`config.mk`:
```
export PLATFORM = sky130hd
export DESIGN_NAME = imem_responder_flat
export DESIGN_NICKNAME = d
export VERILOG_FILES = /design/src/rtl/imem_responder_pkg.sv /design/src/rtl/imem_responder_if.sv /design/src/rtl/imem_responder_byte_packer.sv /design/src/rtl/imem_responder.sv /design/src/flat_wrapper.sv
export SDC_FILE = /design/constraint.sdc
export NUM_CORES = 2
export LEC_CHECK = 0
export BUFFER_PORTS_ARGS = -buffer_cell sky130_fd_sc_hd__buf_4
export CAP_MARGIN = 10
export CORE_MARGIN = 2
export CORE_UTILIZATION = 40
export DETAILED_ROUTE_END_ITERATION = 12
export MAX_ROUTING_LAYER = met4
export SYNTH_ARGS = -nofsm -noshare
export SYNTH_HDL_FRONTEND = slang
export SYNTH_HIERARCHICAL = 1
export SYNTH_SLANG_ARGS = --single-unit
```
`constraint.sdc`:
```
create_clock -name clk -period 13.2 [get_ports clk]
set_input_delay 2.64 -clock clk [delete_from_list [all_inputs] [get_ports clk]]
set_output_delay 2.64 -clock clk [all_outputs]
set_load 0.02 [all_outputs]
```
`src/rtl/imem_responder_pkg.sv`:
```
// Shared types and constants for the instruction-memory responder.
package imem_responder_pkg;

  typedef enum logic [1:0] {
    S_FETCH = 2'd0,
    S_LOAD  = 2'd1,
    S_FLUSH = 2'd2
  } state_t;

  localparam int unsigned WORD_W = 32;
  localparam int unsigned BYTE_W = 8;
  localparam int unsigned ADDR_W = 8;
  localparam logic [WORD_W-1:0] NOP_INSN = 32'h0000_0013;

endpackage

```
`src/rtl/imem_responder_if.sv`:
```
// Fetch and loader signal bundle between the core/loader (master) and the responder (slave).
interface imem_responder_if;
  import imem_responder_pkg::*;

  logic              fetch_req;
  logic [ADDR_W-1:0] fetch_addr;
  logic              fetch_valid;
  logic [WORD_W-1:0] instruction;
  logic              fetch_misalign;
  logic              load_en;
  logic              load_byte_valid;
  logic [BYTE_W-1:0] load_byte;
  logic              load_done;
  logic              busy;

  modport master (
    output fetch_req, fetch_addr, load_en, load_byte_valid, load_byte,
    input  fetch_valid, instruction, fetch_misalign, load_done, busy
  );

  modport slave (
    input  fetch_req, fetch_addr, load_en, load_byte_valid, load_byte,
    output fetch_valid, instruction, fetch_misalign, load_done, busy
  );

endinterface

```
`src/rtl/imem_responder_byte_packer.sv`:
```
// Assembles little-endian program bytes into 32-bit words; unfilled upper lanes stay zero.
module imem_responder_byte_packer
  import imem_responder_pkg::*;
(
  input  logic              clk,
  input  logic              rst_n,
  input  logic              clear,
  input  logic              byte_valid,
  input  logic [BYTE_W-1:0] byte_in,
  output logic [WORD_W-1:0] word_c,
  output logic              word_we_c,
  output logic              partial_c
);

  localparam int unsigned CNT_W = 2;

  logic [CNT_W-1:0]  byte_cnt;
  logic [WORD_W-1:0] lanes;
  logic [4:0]        lane_lsb;

  assign lane_lsb  = {byte_cnt, 3'b000};
  assign word_we_c = byte_valid && (byte_cnt == CNT_W'(3));
  assign partial_c = (byte_cnt != '0);

  // Current byte merged into its lane so the 4th byte can be written on the same edge.
  always_comb begin
    word_c = lanes;
    if (byte_valid) word_c[lane_lsb +: BYTE_W] = byte_in;
  end

  always_ff @(posedge clk or negedge rst_n) begin
    if (!rst_n) begin
      byte_cnt <= '0;
      lanes    <= '0;
    end else if (clear) begin
      byte_cnt <= '0;
      lanes    <= '0;
    end else if (byte_valid) begin
      if (word_we_c) begin
        byte_cnt <= '0;
        lanes    <= '0;
      end else begin
        byte_cnt <= byte_cnt + CNT_W'(1);
        lanes    <= word_c;
      end
    end
  end

endmodule

```
`src/rtl/imem_responder.sv`:
```
// Instruction memory answering PC fetches with 1-cycle latency, plus a byte-serial program loader.
module imem_responder #(
  parameter int unsigned DEPTH = 64,
  parameter logic [imem_responder_pkg::WORD_W-1:0] NOP_INSN = imem_responder_pkg::NOP_INSN
) (
  input logic              clk,
  input logic              rst_n,
  imem_responder_if.slave  imem
);
  import imem_responder_pkg::state_t;
  import imem_responder_pkg::S_FETCH;
  import imem_responder_pkg::S_LOAD;
  import imem_responder_pkg::S_FLUSH;
  import imem_responder_pkg::WORD_W;
  import imem_responder_pkg::ADDR_W;

  localparam int unsigned PTR_W  = (DEPTH > 1) ? $clog2(DEPTH) : 1;
  localparam int unsigned SPAN_W = ADDR_W + 1;
  localparam logic [SPAN_W-1:0] SPAN = SPAN_W'(DEPTH * 4);

  state_t            state;
  logic [PTR_W-1:0]  word_ptr;
  logic [WORD_W-1:0] mem [DEPTH];

  logic              accept_c;
  logic              clear_c;
  logic              mem_we_c;
  logic              fetch_ok_c;
  logic [PTR_W-1:0]  fetch_idx_c;
  logic [WORD_W-1:0] word_c;
  logic              word_we_c;
  logic              partial_c;

  assign accept_c    = imem.load_byte_valid && (state == S_LOAD);
  assign clear_c     = ((state == S_FETCH) && imem.load_en) || (state == S_FLUSH);
  assign mem_we_c    = word_we_c || ((state == S_FLUSH) && partial_c);
  assign fetch_ok_c  = (imem.fetch_addr[1:0] == 2'b00) && ({1'b0, imem.fetch_addr} < SPAN);
  assign fetch_idx_c = imem.fetch_addr[PTR_W+1:2];

  imem_responder_byte_packer u_packer (
    .clk        (clk),
    .rst_n      (rst_n),
    .clear      (clear_c),
    .byte_valid (accept_c),
    .byte_in    (imem.load_byte),
    .word_c     (word_c),
    .word_we_c  (word_we_c),
    .partial_c  (partial_c)
  );

  // Program storage is deliberately not reset so a reset mid-load keeps earlier words.
  always_ff @(posedge clk) begin
    if (mem_we_c) mem[word_ptr] <= word_c;
  end

  always_ff @(posedge clk or negedge rst_n) begin
    if (!rst_n) begin
      state               <= S_FETCH;
      word_ptr            <= '0;
      imem.fetch_valid    <= 1'b0;
      imem.instruction    <= NOP_INSN;
      imem.fetch_misalign <= 1'b0;
      imem.load_done      <= 1'b0;
      imem.busy           <= 1'b0;
    end else begin
      imem.fetch_valid    <= 1'b0;
      imem.fetch_misalign <= 1'b0;
      imem.load_done      <= 1'b0;
      case (state)
        S_FETCH: begin
          if (imem.load_en) begin
            // Load wins over a same-cycle fetch; the fetch is dropped.
            state     <= S_LOAD;
            word_ptr  <= '0;
            imem.busy <= 1'b1;
          end else if (imem.fetch_req) begin
            imem.fetch_valid <= 1'b1;
            if (fetch_ok_c) begin
              imem.instruction <= mem[fetch_idx_c];
            end else begin
              imem.instruction    <= NOP_INSN;
              imem.fetch_misalign <= 1'b1;
            end
          end
        end
        S_LOAD: begin
          if (word_we_c) begin
            word_ptr <= (word_ptr == PTR_W'(DEPTH - 1)) ? '0 : word_ptr + PTR_W'(1);
          end
          if (!imem.load_en) begin
            if (partial_c) begin
              state <= S_FLUSH;
            end else begin
              state          <= S_FETCH;
              imem.load_done <= 1'b1;
              imem.busy      <= 1'b0;
            end
          end
        end
        S_FLUSH: begin
          state          <= S_FETCH;
          imem.load_done <= 1'b1;
          imem.busy      <= 1'b0;
        end
        default: begin
          state     <= S_FETCH;
          imem.busy <= 1'b0;
        end
      endcase
    end
  end

endmodule

```
`src/flat_wrapper.sv`:
```
// flat-port wrapper written by rule: the top's interface ports become plain ports
module imem_responder_flat import imem_responder_pkg::state_t; import imem_responder_pkg::S_FETCH; import imem_responder_pkg::S_LOAD; import imem_responder_pkg::S_FLUSH; import imem_responder_pkg::WORD_W; import imem_responder_pkg::ADDR_W;
#(
  parameter int unsigned DEPTH = 64,
  parameter logic [imem_responder_pkg::WORD_W-1:0] NOP_INSN = imem_responder_pkg::NOP_INSN
)
  (clk, rst_n, imem_fetch_req, imem_fetch_addr, imem_load_en, imem_load_byte_valid, imem_load_byte, imem_fetch_valid, imem_instruction, imem_fetch_misalign, imem_load_done, imem_busy);
  imem_responder_if imem_i ();
  input logic clk;
  input logic rst_n;
  input wire logic [$bits(imem_i.fetch_req)-1:0] imem_fetch_req;
  input wire logic [$bits(imem_i.fetch_addr)-1:0] imem_fetch_addr;
  input wire logic [$bits(imem_i.load_en)-1:0] imem_load_en;
  input wire logic [$bits(imem_i.load_byte_valid)-1:0] imem_load_byte_valid;
  input wire logic [$bits(imem_i.load_byte)-1:0] imem_load_byte;
  output wire logic [$bits(imem_i.fetch_valid)-1:0] imem_fetch_valid;
  output wire logic [$bits(imem_i.instruction)-1:0] imem_instruction;
  output wire logic [$bits(imem_i.fetch_misalign)-1:0] imem_fetch_misalign;
  output wire logic [$bits(imem_i.load_done)-1:0] imem_load_done;
  output wire logic [$bits(imem_i.busy)-1:0] imem_busy;
  assign imem_i.fetch_req = imem_fetch_req;
  assign imem_i.fetch_addr = imem_fetch_addr;
  assign imem_i.load_en = imem_load_en;
  assign imem_i.load_byte_valid = imem_load_byte_valid;
  assign imem_i.load_byte = imem_load_byte;
  assign imem_fetch_valid = imem_i.fetch_valid;
  assign imem_instruction = imem_i.instruction;
  assign imem_fetch_misalign = imem_i.fetch_misalign;
  assign imem_load_done = imem_i.load_done;
  assign imem_busy = imem_i.busy;
  imem_responder #(.DEPTH(DEPTH), .NOP_INSN(NOP_INSN)) u_core (.clk(clk), .rst_n(rst_n), .imem(imem_i));
endmodule
```
### Word level (Yosys, flattened, before mapping)

Memories as Yosys holds them, arrays and structs flattened.
Cells that the tools add are included.

| operators by class | value |
|---|---|
| add/sub/neg operators | 3 |
| equality and inequality tests | 8 |
| shift operators | 2 |
| muxes and demuxes | 33 |
| bitwise logic cells | 1 |
| reduce and logical (&&, ||, !) cells | 15 |

Operator list:

| kind | count |
|---|---|
| $mux 32 | 5 |
| $bwmux 32 | 1 |
| $shift 8x7->32 const A | 1 |
| $shiftx 8x7->32 | 1 |
| $mux 6 | 3 |
| $mux 1 | 14 |
| $mux 2 | 6 |
| $pmux 6 s2 | 1 |
| $reduce_and 3->1 | 3 |
| $neg 5->7 | 1 |
| $add 6x1->6 const B | 1 |
| $eq 6x6->1 const B | 1 |
| $ne 2x2->1 const B | 3 |
| $reduce_bool 2->1 | 3 |
| $eq 2x2->1 const B | 2 |
| $logic_and 1x1->1 | 4 |
| $logic_not 2->1 | 2 |
| $pmux 1 s2 | 2 |
| $pmux 2 s2 | 1 |
| $add 2x1->2 const B | 1 |
| $eq 2x1->1 const B | 1 |
| $logic_or 1x1->1 | 2 |
| $ne 2x1->1 const B | 1 |
| $reduce_and 2->1 | 1 |
| $not 1->1 | 1 |

| storage, ports and cells | value |
|---|---|
| bits in registers | 78 |
| memory bits (writable) | 2048 |
| input port bits | 21 |
| memories kept | 1 |

Memories:

| memory | words | width | rd ports | clocked after memory_dff | wr ports | RTL line | source |
|---|---|---|---|---|---|---|---|
| u_core.mem | 64 | 32 | 1 | 0 | 1 | imem_responder.sv:23 | `logic [WORD_W-1:0] mem [DEPTH];` |

### Logic depth before layout (Yosys ltp)

| depth | value |
|---|---|
| word-level depth | 7 |
| gate-level depth with buffers | 12 |
| gate-level depth less buffers | 10 |

### Cells and area by module

Netlist, hierarchy kept.

Modules (own cells, without submodules):

| module | times used | cells an instance | area an instance (µm²) | seq. area each (µm²) |
|---|---|---|---|---|
| imem_responder | 1 | 3528 | 79757.7 | 62603.8 |
| imem_responder_byte_packer | 1 | 157 | 1791.7 | 850.8 |

### Least setup slack after synthesis

Ideal clock, no wire load.

| timing path | value |
|---|---|
| kind | in2reg |
| start point | in imem_load_byte_valid |
| end point | mem u_core.mem[0][6] (data pin) |
| library setup time | 0.702 ns |
| data arrival time | 5.933 ns |
| required time | 12.498 ns |
| setup slack | 6.566 ns |
| cell stages on the path | 5 |
| path buffers | 2 |
| path through | and2_1 -> buf_4 -> nand2_1 -> clkbuf_1 -> o21ai_0 |

| between the ends | value |
|---|---|
| word-level cells in the longest chain between the ends | 2 |

Ends and longest elaborated chain:

| item | RTL line | source |
|---|---|---|
| start, declared | flat_wrapper.sv:14 | `input wire logic [$bits(imem_i.load_byte_valid)-1:0] imem_load_byte_valid;` |
| $logic_and 1x1->1 | imem_responder.sv:34 | `assign accept_c = imem.load_byte_valid && (state == S_LOAD);` |
| $mux 32 | imem_responder_byte_packer.sv:28 | `if (byte_valid) word_c[lane_lsb +: BYTE_W] = byte_in;` |
| via u_core.word_c[6] | imem_responder.sv:30 | `logic [WORD_W-1:0] word_c;` |
| end, declared | imem_responder.sv:23 |  |

The timed path passes the listed nets, and every way through them passes these cells.

### Worst setup path in the final report

| timing path | value |
|---|---|
| start point | in imem_fetch_addr[2] |
| end point | reg u_core.imem.instruction[7] |

| between the ends | value |
|---|---|
| word-level cells in the longest chain between the ends | 2 |

Ends and longest elaborated chain:

| item | RTL line | source |
|---|---|---|
| start, declared | flat_wrapper.sv:12 | `input wire logic [$bits(imem_i.fetch_addr)-1:0] imem_fetch_addr;` |
| $mem_v2 64x32 | -- |  |
| $mux 32 | imem_responder.sv:78 | `if (fetch_ok_c) begin` |
| end signal, assigned | imem_responder.sv:79 | `imem.instruction <= mem[fetch_idx_c];` |
| end, declared | imem_responder_if.sv:23 | `output fetch_valid, instruction, fetch_misalign, load_done, busy` |

Every way passes these cells.
A chain may end at the register's enable or synchronous reset.

==> results.sh <==
export IMPL_synth_area_um2=81500
export IMPL_overflow=0
export IMPL_setup_viol=0
export IMPL_tightest_slew_ns=1.31
export IMPL_drt_iter0_drc=5577
export IMPL_htreeDepth=4
export IMPL_dp_final_hpwl_um=115000
export IMPL_relSlewSlack_pct=12.8
export IMPL_gr_usage_all_layers_pct=21.9
export IMPL_maxCapViolations=0
export IMPL_viasPerCell=6.02
export IMPL_slowest_delay_ns=0.73
export IMPL_end_kind="flip-flop"
export IMPL_synth_seq_cells=2126
export IMPL_grt_max_degree=122
export IMPL_power_density_nw_per_um2=157
export IMPL_synth_async_sr_flop_share_pct=3.67
export IMPL_ys_seq_area_share_pct=77.8
export IMPL_slew_violations=0
export IMPL_p_total_mw=14.6
export IMPL_num_rows=165
export IMPL_drt_wl_total_um=223000
export IMPL_clock_fmax_ghz=0.169
export IMPL_syn_inst=3685
export IMPL_yosys_top_cells_area="edfxtp_1 75%, mux4_2 14%, dfrtp_1 2.3%"
export IMPL_first_pass_iters=5
export IMPL_first_global_vias=40200
export IMPL_ant_nets=0
export IMPL_clockRootBuffer="clkbuf_16"
export IMPL_avgRoutedWirePerCell_um=33.1
export IMPL_pre_cts_ws_ns=6.43
export IMPL_drc=0
export IMPL_fin_ws_ns=7.29
export IMPL_cp_start_kind="input pin"
export IMPL_synth_cell_types=61
export IMPL_synth_commonest_cells="2,048 x edfxtp_1, 501 x mux4_2, 122 x nor2_1"
export IMPL_cts_buffer_depth=3
export IMPL_dieHeight_um=456
export IMPL_critical_path_class="input pin to flip-flop"
export IMPL_synth_top_cell_by_area="edfxtp_1"
export IMPL_p_leak_nw=30.5
export IMPL_critPathArrivalTime_ns=6.58
export IMPL_cpMaxStageDelayCell="buf_4"
export IMPL_path_cells="buf_8 > buf_4 > buf_12 > mux4_2 > nor2_1 > a21oi_1 > o21ai_0 > nand2_1"
export IMPL_crit_buf_inv=3
export IMPL_outcome="completed"
export IMPL_gp_congestion=0.762
export IMPL_start_util_pct=40.3
export IMPL_fin_nets=3924
export IMPL_final_layout_size_suffix_gt1_share_pct=28.2
export IMPL_insertion_delay_ns=0.83
export IMPL_vias=40600
export IMPL_path_max_fanout=101
export IMPL_cts_sinks=2126
export IMPL_cts_tree="done"
export IMPL_synth_fp_nets=3716
export IMPL_port_buffers=56
export IMPL_synth_most_common_cell="edfxtp_1"
export IMPL_antenna_found_initial=3
export IMPL_synth_edf_count=2048
export IMPL_yosysTopAreaCellShare_pct=75.4
export IMPL_syn_area_per_cell_um2=22.1
export IMPL_final_util_pct=45.9
export IMPL_post_cts_buffers=0
export IMPL_rsz0062_at_grt="false"
export IMPL_yosys_warnings=6
export IMPL_hold_path_class="flip-flop to flip-flop"
export IMPL_io_pins=57
export IMPL_crit_required_ns=13.87
export IMPL_synth_ff_type="edfxtp_1"
export IMPL_syn_to_final_growth_pct=13.8
export IMPL_tns_ns=0
export IMPL_hold_viol=0
export IMPL_fin_worst_skew_ns=0.0415
export IMPL_core_area_um2=202000
export IMPL_grt_pass1_wl_um=311000
export IMPL_critPathTopFamily="buffers and inverters"
export IMPL_clk_pin_slew_ns=0.06
export IMPL_dieArea_um2=208000
export IMPL_finalCritPeriodShare_pct=44.8
export IMPL_die_w_um=456
export IMPL_vdd_ir_drop_max_mv=0.140
export IMPL_cts_buffers=208
export IMPL_cts_resized=0
export IMPL_period_needed_ns=5.91
export IMPL_ctsHoldBuffers=0
-- through the flow --
stage | cells | cell area, um^2 | hold slack, ns
3_3_place_gp | 6352 | 86000 | 0.469
6_report | 6743 | 92800 | 0.487
2_1_floorplan | 3685 | 81500 | 0.454
4_1_cts | 6738 | 92800 | 0.491
3_5_place_dp | 6352 | 86000 | 0.471
5_1_grt | 6742 | 92800 | 0.502
-- sequential cells by signal (all words and copies together) (netlist names) --
| signal | cells |
|---|---|
| u_core/imem.load_done | 1 |
| u_core/imem.instruction | 32 |
| u_core/mem | 2048 |
| u_core/imem.fetch_misalign | 1 |
| u_core/state | 2 |
| u_core/u_packer/lanes | 32 |
| u_core/imem.fetch_valid | 1 |
| u_core/u_packer/byte_cnt | 2 |
| u_core/word_ptr | 6 |
| u_core/imem.busy | 1 |
-- report_power, final --
group / internal (mW) / switching (mW) / total [mW]
Clock: 3.34 / 2.53 / 5.87
Sequential: 7.60 / 0.0876 / 7.68
Combinational: 0.299 / 0.715 / 1.01
-- per-layer routing --
metal,track usage (%),vias to the layer above,share of wire [%]
met5,-,-,0
li1,-,16000,-
met3,3.49,309,8.7
met1,30.8,22200,41
met2,33.7,2000,48
met4,5.14,0,2.2
-- path summary, 6_finish.rpt --
| check | startpoint | slack, ns | cells past startpoint | end |
|---|---|---|---|---|
| setup / recovery | imem_fetch_addr[2] | 7.29 | 8 | u_core/imem.instruction[7] |
| hold / removal | u_core/u_packer/lanes[24] | 0.49 | 1 | u_core/u_packer/lanes[24] |
| setup reg to reg | u_core/state[1] | 8.72 | 10 | u_core/mem[9][6] |
| hold reg to reg | u_core/u_packer/lanes[24] | 0.49 | 1 | u_core/u_packer/lanes[24] |
| max in group asynchronous | rst_n | 9.97 | 2 | u_core/imem.instruction[5] |
| min in group asynchronous | rst_n | 1.81 | 1 | u_core/u_packer/lanes[1] |
-- logic make-up after synthesis --
kind of cell,share of synthesized area (%)
DFF,77.8
and+or+nand+nor,1.91
buffers and inverters,1.32
AOI/OAI and AO/OA,3.19
adders and majority gates,0.153
xor gates and xnor gates,0.0107
muxes,15.6
-- cell usage in the layout, fill, tap and decap left out, types with 14 or more instances in the layout --
master,netlist,final
clkinv_2,0,46
nand3_1,18,18
o21ai_0,57,49
bufinv_16,0,18
a21oi_1,49,49
o221ai_1,16,16
clkbuf_16,0,213
edfxtp_1,2048,2048
o22ai_1,66,66
a211oi_1,29,29
clkinv_1,0,45
nor2_4,0,64
a22o_1,48,24
clkbuf_1,63,42
buf_4,38,182
and2_1,13,14
mux2i_1,114,114
nor2_1,122,58
a221oi_1,17,17
nor2b_1,20,18
a22o_2,8,32
a22oi_1,20,20
nand2_1,92,91
dfrtp_1,75,75
mux4_2,501,501
mux2_2,27,27
-- area by class of cell --
cell class | instances | area [um^2]
diodes | 2 | 5.00
clock inverters | 124 | 1130
clock buffers | 262 | 5580
fillers | 16700 | 109000
inverters | 14 | 52.6
multi-input cells | 1349 | 17700
flip-flops and latches | 2126 | 63500
repair buffers | 194 | 1610
well taps | 2672 | 3340
No activity file was read; power rests on OpenSTA's default activity.
